`src/rtl/matvec_accumulate_sequencer.sv`:
```
`default_nettype none
// ============================================================================
// Module  : matvec_accumulate_sequencer
// Purpose : Runs a matrix-vector product one row at a time through a shared
//           stream accumulator. For each row it reads LENGTH weight/vector
//           pairs, streams their truncated products to the accumulator, waits
//           for the row sum and writes it to the result buffer.
// Ports   : clk, rst_n               - clock, async active-low reset
//           start, rows, busy, done  - host job handshake
//           w_rd_en/w_addr/w_data    - weight RAM read port (1-cycle latency)
//           x_rd_en/x_addr/x_data    - vector RAM read port (1-cycle latency)
//           acc_valid/acc_data       - product stream to accumulator
//           acc_out_valid/acc_result - accumulator row sum
//           res_wr_en/res_addr/res_data - result RAM write port
// Revision: 1.0 - initial release
// ============================================================================
module matvec_accumulate_sequencer #(
    parameter int BITS     = 8,
    parameter int LENGTH   = 10,
    parameter int MAX_ROWS = 16,
    parameter int AW       = 8,
    localparam int c_RW    = $clog2(MAX_ROWS + 1),
    localparam int c_RAW   = (MAX_ROWS > 1) ? $clog2(MAX_ROWS) : 1,
    localparam int c_XW    = (LENGTH > 1) ? $clog2(LENGTH) : 1
) (
    input  logic             clk,
    input  logic             rst_n,
    input  logic             start,
    input  logic [c_RW-1:0]  rows,
    output logic             busy,
    output logic             done,
    output logic             w_rd_en,
    output logic [AW-1:0]    w_addr,
    input  logic [BITS-1:0]  w_data,
    output logic             x_rd_en,
    output logic [c_XW-1:0]  x_addr,
    input  logic [BITS-1:0]  x_data,
    output logic             acc_valid,
    output logic [BITS-1:0]  acc_data,
    input  logic             acc_out_valid,
    input  logic [BITS-1:0]  acc_result,
    output logic             res_wr_en,
    output logic [c_RAW-1:0] res_addr,
    output logic [BITS-1:0]  res_data
);

    typedef enum logic [2:0] {
        S_IDLE  = 3'd0,
        S_ISSUE = 3'd1,
        S_DRAIN = 3'd2,
        S_WAIT  = 3'd3,
        S_WRITE = 3'd4,
        S_FIN   = 3'd5
    } state_t;

    state_t             r_state;
    logic [c_RAW-1:0]   r_row;
    logic [c_RAW-1:0]   r_last;     // index of the final row of the job
    logic               r_v1;       // read enable delayed one cycle (data valid)
    logic [c_RW-1:0]    w_rows_clamped;
    logic [2*BITS-1:0]  w_prod;

    assign w_rows_clamped = (rows > c_RW'(MAX_ROWS)) ? c_RW'(MAX_ROWS) : rows;
    assign w_prod         = w_data * x_data;

    // Both memories are read in lockstep; x_addr doubles as the k counter.
    assign x_rd_en = w_rd_en;

    // Product pipeline: read at t, data at t+1, registered product at t+2.
    always_ff @(posedge clk or negedge rst_n) begin
        if (!rst_n) begin
            r_v1      <= 1'b0;
            acc_valid <= 1'b0;
            acc_data  <= '0;
        end else begin
            r_v1      <= w_rd_en;
            acc_valid <= r_v1;
            acc_data  <= r_v1 ? w_prod[BITS-1:0] : '0;
        end
    end

    always_ff @(posedge clk or negedge rst_n) begin
        if (!rst_n) begin
            r_state   <= S_IDLE;
            r_row     <= '0;
            r_last    <= '0;
            busy      <= 1'b0;
            done      <= 1'b0;
            w_rd_en   <= 1'b0;
            w_addr    <= '0;
            x_addr    <= '0;
            res_wr_en <= 1'b0;
            res_addr  <= '0;
            res_data  <= '0;
        end else begin
            done      <= 1'b0;
            res_wr_en <= 1'b0;
            case (r_state)
                S_IDLE: begin
                    if (start) begin
                        busy <= 1'b1;
                        if (rows == '0) begin
                            r_state <= S_FIN;
                        end else begin
                            r_last  <= c_RAW'(w_rows_clamped - c_RW'(1));
                            r_row   <= '0;
                            w_addr  <= '0;
                            x_addr  <= '0;
                            w_rd_en <= 1'b1;
                            r_state <= S_ISSUE;
                        end
                    end
                end
                S_ISSUE: begin
                    if (x_addr == c_XW'(LENGTH - 1)) begin
                        // w_addr is left on the last element; the next row
                        // starts at w_addr + 1.
                        w_rd_en <= 1'b0;
                        x_addr  <= '0;
                        r_state <= S_DRAIN;
                    end else begin
                        x_addr <= x_addr + c_XW'(1);
                        w_addr <= w_addr + AW'(1);
                    end
                end
                S_DRAIN: begin
                    // Enter WAIT exactly when the accumulator has seen
                    // in_valid fall, so its one-cycle result strobe is caught.
                    if (!r_v1 && !acc_valid) begin
                        r_state <= S_WAIT;
                    end
                end
                S_WAIT: begin
                    if (acc_out_valid) begin
                        res_data <= acc_result;
                        r_state  <= S_WRITE;
                    end
                end
                S_WRITE: begin
                    res_wr_en <= 1'b1;
                    res_addr  <= r_row;
                    if (r_row == r_last) begin
                        r_state <= S_FIN;
                    end else begin
                        r_row   <= r_row + c_RAW'(1);
                        w_addr  <= w_addr + AW'(1);
                        w_rd_en <= 1'b1;
                        r_state <= S_ISSUE;
                    end
                end
                S_FIN: begin
                    done    <= 1'b1;
                    busy    <= 1'b0;
                    r_state <= S_IDLE;
                end
                default: begin
                    r_state <= S_IDLE;
                end
            endcase
        end
    end

endmodule
`default_nettype wire

```
`config.mk`:
```
export PLATFORM = sky130hd
export DESIGN_NAME = matvec_accumulate_sequencer
export DESIGN_NICKNAME = d
export VERILOG_FILES = /design/src/rtl/matvec_accumulate_sequencer.sv
export SDC_FILE = /design/constraint.sdc
export NUM_CORES = 1
export LEC_CHECK = 0
export BUFFER_PORTS_ARGS = -buffer_cell sky130_fd_sc_hd__buf_2
export CAP_MARGIN = 20
export CORE_UTILIZATION = 45
export CTS_CLUSTER_DIAMETER = 150
export DETAILED_ROUTE_END_ITERATION = 7
export GPL_ROUTABILITY_DRIVEN = 0
export PLACE_DENSITY = 0.8
export SETUP_SLACK_MARGIN = 0.1
export SLEW_MARGIN = 5
export SYNTH_ARGS = -nofsm -noshare
export SYNTH_HDL_FRONTEND = slang
export SYNTH_SLANG_ARGS = --single-unit
```
`constraint.sdc`:
```
create_clock -name clk -period 5.2 [get_ports clk]
set_clock_uncertainty 0.2 [all_clocks]
set_input_delay 0.52 -clock clk [delete_from_list [all_inputs] [get_ports clk]]
set_output_delay 0.52 -clock clk [all_outputs]
set_load 0.05 [all_outputs]
```
==> Flow_metrics.wiki, run 1 <==
{| class="wikitable"
! Metric !! Value
|-
| Synth-to-layout area growth || 16.5%
|-
| Netlist area before placement || 0.00314 sq mm
|-
| IO Count || 71
|-
| Max stage delay cell, worst path || sky130_fd_sc_hd__fa_1
|-
| Share of flip-flops with an asynchronous set or reset after synthesis || 100%
|-
| Number of max-slew violations in the final report || 0
|-
| Die area || 0.00731 sq mm
|-
| Total CTS buffers || 5
|-
| Setup repair after global routing missed its margin || no
|-
| Peak supply drop || 0.000214 V
|-
| Yosys top cell area share || 39.1%
|-
| Outcome || finished, final reports clean
|-
| Largest net degree at the start of global routing || 50
|-
| Top Family by Delay on Critical Path || adder cells
|-
| Number of global-route vias before repair || 2390
|-
| Power density over cell area || 515 mW/mm^2
|-
| Drt drc || 0
|-
| Number of antenna violations at the first check in global routing || 0
|-
| Number of DRC violations after detailed-routing iteration 0 || 85
|-
| Static power due to leakage || 0.00188 uW
|-
| Portion of the post-synthesis area used by sequential elements || 39.1%
|-
| Yosys reg bits || 49
|-
| Wire length of the first global-routing pass || 10400 um
|-
| Residual antenna-violating net count after detailed routing || 0
|-
| Die outline width || 85.5 um
|-
| Avg WL per Cell || 12.8 um
|-
| Syn Nets || 381
|-
| Min Clock Period, post-route || 3.80 ns
|-
| Critical Path Start Type || primary input
|-
| First drt pass iteration count || 6
|-
| Critical-path cell list || buf_2 -> nand2_1 -> fa_1 -> fa_1 -> inv_1 -> fa_1 -> inv_1 -> fa_1 -> inv_1 -> ha_1 -> a21oi_1 -> xnor2_1 -> xnor2_1 -> and2_1
|-
| Leading cell types by count after synthesis || 49 x sky130_fd_sc_hd__dfrtp_1, 43 x sky130_fd_sc_hd__nand2_1, 31 x sky130_fd_sc_hd__inv_1
|-
| Number of diodes || 0
|-
| Post-synth EDFFs || 0
|-
| Clock network latency to the later pin of the worst-skew pair || 0.30 ns
|-
| Filler cell count in the final layout || 598
|-
| Die Span Y || 85.5 um
|-
| Number of H-tree levels || 2
|-
| Setup Buffers After CTS || 0
|-
| Number of buffers added on ports || 70
|-
| Most used cell along the critical path || sky130_fd_sc_hd__fa_1
|-
| Min-Delay Path Class || primary input to flip-flop
|-
| Worst hold slack across all endpoints || 0.247 ns
|-
| Starting Density || 46.5%
|-
| Final sum of negative setup slack || 0 ns
|-
| Post-detail-place hpwl || 4780 um
|-
| Cts repair resizes || 0
|-
| Number of clock sinks || 49
|-
| Count of buffer and inverter cells on the critical path || 4
|-
| Post-synth top area cell || sky130_fd_sc_hd__dfrtp_1
|-
| Distinct cell type count after synthesis || 42
|-
| Slowest stage delay, CP || 0.55 ns
|-
| Required arrival time at the worst endpoint || 5.20 ns
|-
| Achievable frequency || 263 MHz
|-
| Ys flop type || sky130_fd_sc_hd__dfrtp_1
|-
| Number of buffers inserted for hold repair after clock tree synthesis || 0
|-
| Tcrit/Tclk final || 73.1%
|-
| Cell row count || 30
|-
| # Max-Cap Violations || 0
|-
| Nature of the critical path endpoint || flip-flop
|-
| Rel. slew slack || 68.2%
|-
| Detail-routed via count per cell || 5.10
|-
| Transition time of the tightest slew-check pin || 0.476 ns
|-
| Count leader, synth || sky130_fd_sc_hd__dfrtp_1
|-
| Synth top area cells || sky130_fd_sc_hd__dfrtp_1 39%, sky130_fd_sc_hd__ha_1 8.4%, sky130_fd_sc_hd__fa_1 7.7%
|-
| Std-Cell Core Area || 0.00676 sq mm
|-
| TritonCTS clock tree || built
|-
| Clk slew on worst S/H paths || 0.09 ns
|-
| Fraction of final layout cells sized beyond drive strength 1 || 24.9%
|-
| Synthesized netlist cell count || 315
|-
| Vias after detailed routing || 2391
|-
| Root Buffer || sky130_fd_sc_hd__clkbuf_8
|-
| Total count of hold-check failures in the final report || 0
|-
| Total grt overflow || 0
|-
| Critical path class || primary input to flip-flop
|-
| Count of warnings emitted by yosys || 0
|-
| Bufs on Longest Clock Path || 2
|-
| Final WL || 6020 um
|-
| Critical path data arrival time || 3.80 ns
|-
| Avg Synthesized Cell Area || 9.97 sq um
|-
| Final layout net count || 454
|-
| Number of setup violations in the final report || 0
|-
| Total routing usage reported by global routing || 17.7%
|-
| Maximum fanout along the worst path || 7
|}
[final timing paths]
check                                    to  cells after the start  slack (ns)     startpoint
worst min register to register         r_v1                      0        0.26        w_rd_en
worst max register to register    w_addr[7]                      6        3.12     r_state[1]
min in group asynchronous              done                      2        0.46          rst_n
worst max-delay path            acc_data[7]                     14        1.40      w_data[1]
worst min-delay path            res_data[5]                      2        0.25  acc_result[5]
max in group asynchronous        r_state[1]                      3        3.84          rst_n
[routing by layer]
layer	routed length, um	up-vias	global-route usage, %	share of wire [%]
met5	0	-	0	0
met4	53	0	5.00	0.88
met3	175	5	2.60	2.9
met2	3220	48	32.6	53
met1	2570	1153	21.6	43
li1	-	1185	-	-
[placed cells by master (no fill, tap or decap), types with 4 or more instances in the layout]
cell,count
sky130_fd_sc_hd__buf_2,70
sky130_fd_sc_hd__dfrtp_1,49
sky130_fd_sc_hd__nand2_1,43
sky130_fd_sc_hd__inv_1,31
sky130_fd_sc_hd__and2_1,24
sky130_fd_sc_hd__ha_1,21
sky130_fd_sc_hd__xnor2_1,17
sky130_fd_sc_hd__o21ai_0,15
sky130_fd_sc_hd__fa_1,12
sky130_fd_sc_hd__nor2_1,10
sky130_fd_sc_hd__a21oi_1,10
sky130_fd_sc_hd__mux2_2,10
sky130_fd_sc_hd__and3_1,8
sky130_fd_sc_hd__nand3_1,6
sky130_fd_sc_hd__nor2b_1,6
sky130_fd_sc_hd__xor2_1,5
sky130_fd_sc_hd__o22a_1,5
sky130_fd_sc_hd__clkbuf_8,5
sky130_fd_sc_hd__a21o_1,4
[stage by stage]
stage	setup WS [ns]	instance area [sq um]	util, %	total power, uW	instances
detailed placement	1.05	3550	52.5	1680	459
floorplan	1.39	3140	-	1450	315
finish	1.40	3660	54.1	1880	469
global route	1.27	3660	54.1	2020	469
global placement	1.19	3550	52.5	1660	459
CTS	1.39	3630	53.7	1900	467
[kinds of logic (layout without fill, tap and decap cells)]
family / count (synthesis) / in the layout / synth area share, %
fa+ha+maj: 33 / 33 / 16.0
mux: 13 / 13 / 4.58
buf+inv: 37 / 111 / 5.10
flops: 49 / 49 / 39.1
simple gates: 114 / 114 / 19.0
xor+xnor: 22 / 22 / 6.14
compound gates: 47 / 47 / 10.1
[flip-flops by register name, summed over array words and instances, names as in the netlist]
signal and cells:
acc_data 8, acc_valid 1, busy 1, done 1, r_last 4, r_row 4
r_state 3, r_v1 1, res_addr 4, res_data 8, res_wr_en 1, w_addr 8
w_rd_en 1, x_addr 4
[report_power, final]
| group | total (uW) | internal (uW) | switching (uW) |
|---|---|---|---|
| clock | 214 | 93.4 | 121 |
| sequential | 623 | 514 | 109 |
| combinational | 1040 | 340 | 705 |
| total | 1880 | 948 | 935 |
[final cells by class]
class | count | area (sq um) | area share [%]
sequential | 49 | 1230 | 33.5
inverter | 31 | 116 | 3.18
timing repair buffer | 72 | 380 | 10.4
clock buffer | 6 | 72.6 | 1.98
multi-input combinational | 229 | 1750 | 47.9
clock inverter | 2 | 10.0 | 0.274
tap | 80 | 100 | 2.74
Power figures use the tool's default switching activity.
==> run 2: changes to the inputs <==
- clock period: 5.2 -> 3.8 ns (I/O delays scaled with it)
==> Flow_metrics.wiki, run 2 (synthesis gave the netlist of run 1 again) <==
{| class="wikitable"
! Metric !! Value
|-
| Outcome || finished, final reports clean
|-
| Wire length of the first global-routing pass || 10700 um (+3.3%)
|-
| Bufs on Longest Clock Path || 2 (unchanged)
|-
| Avg WL per Cell || 12.8 um (-0.36%)
|-
| Starting Density || 46.5% (unchanged)
|-
| Required arrival time at the worst endpoint || 3.80 ns (-1.40 ns)
|-
| Number of diodes || 0 (unchanged)
|-
| Critical Path Start Type || primary input
|-
| IO Count || 71 (unchanged)
|-
| Min Clock Period, post-route || 3.55 ns
|-
| Total CTS buffers || 5 (unchanged)
|-
| Worst-case reg-to-reg path depth || 6 (unchanged)
|-
| Detail-routed via count per cell || 5.08 (-0.31%)
|-
| R2r startpoint || r_state[1]
|-
| Critical path class || primary input to flip-flop
|-
| Total non-filler cell area in the finished layout || 0.00376 sq mm (+2.8%)
|-
| Std-Cell Core Area || 0.00676 sq mm (unchanged)
|-
| Die outline width || 85.5 um (unchanged)
|-
| Endpoint of the most critical register-to-register path || w_addr[7]
|-
| Rel. slew slack || 65.8% (-2.4 points)
|-
| Number of global-route vias before repair || 2451 (+2.6%)
|-
| Vias after detailed routing || 2414 (+0.96%)
|-
| Number of DRC violations after detailed-routing iteration 0 || 104 (+22%)
|-
| Clk slew on worst S/H paths || 0.09 ns (about the same)
|-
| Number of buffers added on ports || 70 (unchanged)
|-
| Filler cell count in the final layout || 608 (+1.7%)
|-
| # Max-Cap Violations || 0 (unchanged)
|-
| Static power due to leakage || 0.00194 uW (+2.8%)
|-
| First drt pass iteration count || 6 (unchanged)
|-
| Area after DPL || 0.00359 sq mm (+1.3%)
|-
| Max stage delay cell, worst path || sky130_fd_sc_hd__fa_1
|-
| Critical path data arrival time || 3.56 ns (-0.24 ns)
|-
| Setup repair after global routing missed its margin || no
|-
| Largest net degree at the start of global routing || 50 (unchanged)
|-
| Die area || 0.00731 sq mm (unchanged)
|-
| Slowest stage delay, CP || 0.54 ns (about the same)
|-
| Cell row count || 30 (unchanged)
|-
| Final WL || 6070 um (+0.91%)
|-
| Number of cells in the design after placement || 465 (+1.3%)
|-
| Die Span Y || 85.5 um (unchanged)
|-
| Post-detail-place hpwl || 4810 um (+0.76%)
|-
| Synth-to-layout area growth || 19.8%
|-
| Number of antenna violations at the first check in global routing || 0 (unchanged)
|-
| Total grt overflow || 0 (unchanged)
|-
| Worst min-delay path startpoint || acc_result[1]
|-
| Residual antenna-violating net count after detailed routing || 0 (unchanged)
|-
| Highest-count cells in the layout ignoring fill and taps || 70 x sky130_fd_sc_hd__buf_2, 49 x sky130_fd_sc_hd__dfrtp_1, 43 x sky130_fd_sc_hd__nand2_1
|-
| Fraction of final layout cells sized beyond drive strength 1 || 26.8% (+1.9 points)
|-
| Drt drc || 0 (unchanged)
|-
| Setup Buffers After CTS || 0 (unchanged)
|-
| Nature of the critical path endpoint || flip-flop
|-
| Clock network latency to the later pin of the worst-skew pair || 0.30 ns (about the same)
|-
| Total count of hold-check failures in the final report || 0 (unchanged)
|-
| Min-Delay Path Class || primary input to flip-flop
|-
| Total routing usage reported by global routing || 18.2% (+0.47 points)
|-
| Maximum fanout along the worst path || 5 (-2)
|-
| Layout Cells excl Fill || 475 (+1.3%)
|-
| Tcrit/Tclk final || 93.5%
|-
| Worst hold path endpoint || res_data[1]
|-
| Number of setup violations in the final report || 0 (unchanged)
|-
| Number of max-slew violations in the final report || 0 (unchanged)
|-
| Number of clock sinks || 49 (unchanged)
|-
| Peak supply drop || 0.000298 V (+39%)
|-
| Registers with the highest flip-flop counts || acc_data (8), res_data (8), w_addr (8)
|-
| Min-Delay Path Depth || 2 (unchanged)
|-
| Transition time of the tightest slew-check pin || 0.512 ns (+0.0356 ns)
|-
| Number of H-tree levels || 2 (unchanged)
|-
| Final layout net count || 460 (+1.3%)
|-
| Critical-path cell list || buf_2 -> nand2_1 -> fa_2 -> fa_1 -> inv_1 -> fa_1 -> inv_1 -> fa_1 -> inv_1 -> ha_1 -> a21oi_2 -> xnor2_1 -> xnor2_1 -> and2_1
|-
| Power density over cell area || 729 mW/mm^2 (+42%)
|-
| Root Buffer || sky130_fd_sc_hd__clkbuf_8
|-
| Achievable frequency || 281 MHz
|-
| Most common library cell in the layout ignoring fill and taps || sky130_fd_sc_hd__buf_2
|-
| TritonCTS clock tree || built
|-
| Setup slack of the worst register-to-register path || 1.69 ns (-1.43 ns)
|}
-- run 2: worst max path at each step --
stage	start	end	cells after the start
2_1_floorplan	x_data[4]	acc_data[7]	13
3_3_place_gp	w_data[1]	acc_data[7]	14
3_5_place_dp	x_data[4]	acc_data[7]	14
4_1_cts	x_data[4]	acc_data[7]	14
5_1_grt	w_data[1]	acc_data[7]	14
6_report	w_data[1]	acc_data[7]	14
-- run 2: layout make-up --
| class | count | area, sq um | area share, % |
|---|---|---|---|
| Multi-Input combinational cell | 229 | 1760 | 46.8 |
| Sequential cell | 49 | 1230 | 32.6 |
| Tap cell | 80 | 100 | 2.66 |
| Clock buffer | 5 | 68.8 | 1.83 |
| Clock inverter | 3 | 65.1 | 1.73 |
| Inverter | 31 | 116 | 3.09 |
| Timing Repair Buffer | 78 | 425 | 11.3 |
-- run 2: metrics by stage --
stage / utilization, % / setup TNS, ns / setup WS, ns / hold WS (ns) / power (uW)
floorplan: - / 0 / 0.126 / -0.116 / 1990
global placement: 53.1 / -0.0288 / -0.0288 / 0.253 / 2290
detailed placement: 53.1 / -0.136 / -0.136 / 0.257 / 2330
CTS: 55.1 / 0 / 0.191 / 0.0994 / 2760
global route: 55.7 / 0 / 0.0804 / 0.0891 / 2950
finish: 55.7 / 0 / 0.246 / 0.102 / 2740
-- run 2: routing by layer --
metal	GRT usage (%)	vias to the layer above	share of wire (%)
met4	4.85	0	1.5
met1	21.9	1164	41
met5	0	-	0
li1	-	1195	-
met3	3.08	7	3.4
met2	33.6	48	54
-- run 2: worst max-delay path: cells and delay by family --
kind,cells,cell delay (ns)
adder cells (fa/ha/maj),5,2.27
buffers and inverters,4,0.26
AND/OR/NAND/NOR,2,0.25
XOR/XNOR,2,0.24
AO/OA/AOI/OAI,1,0.16
-- run 2: report_power, final --
part           internal (uW)  switching, uW
Clock                    261            169
Sequential               704            150
Combinational            487            969
Total                   1450           1290
-- run 2: repair_timing --
item | 4_1_cts | 5_1_grt
endpoints found under the hold margin | 0 | 9
resized for setup | 0 | 2
hold buffers | 0 | 1
endpoints found under the setup margin | 0 | 1
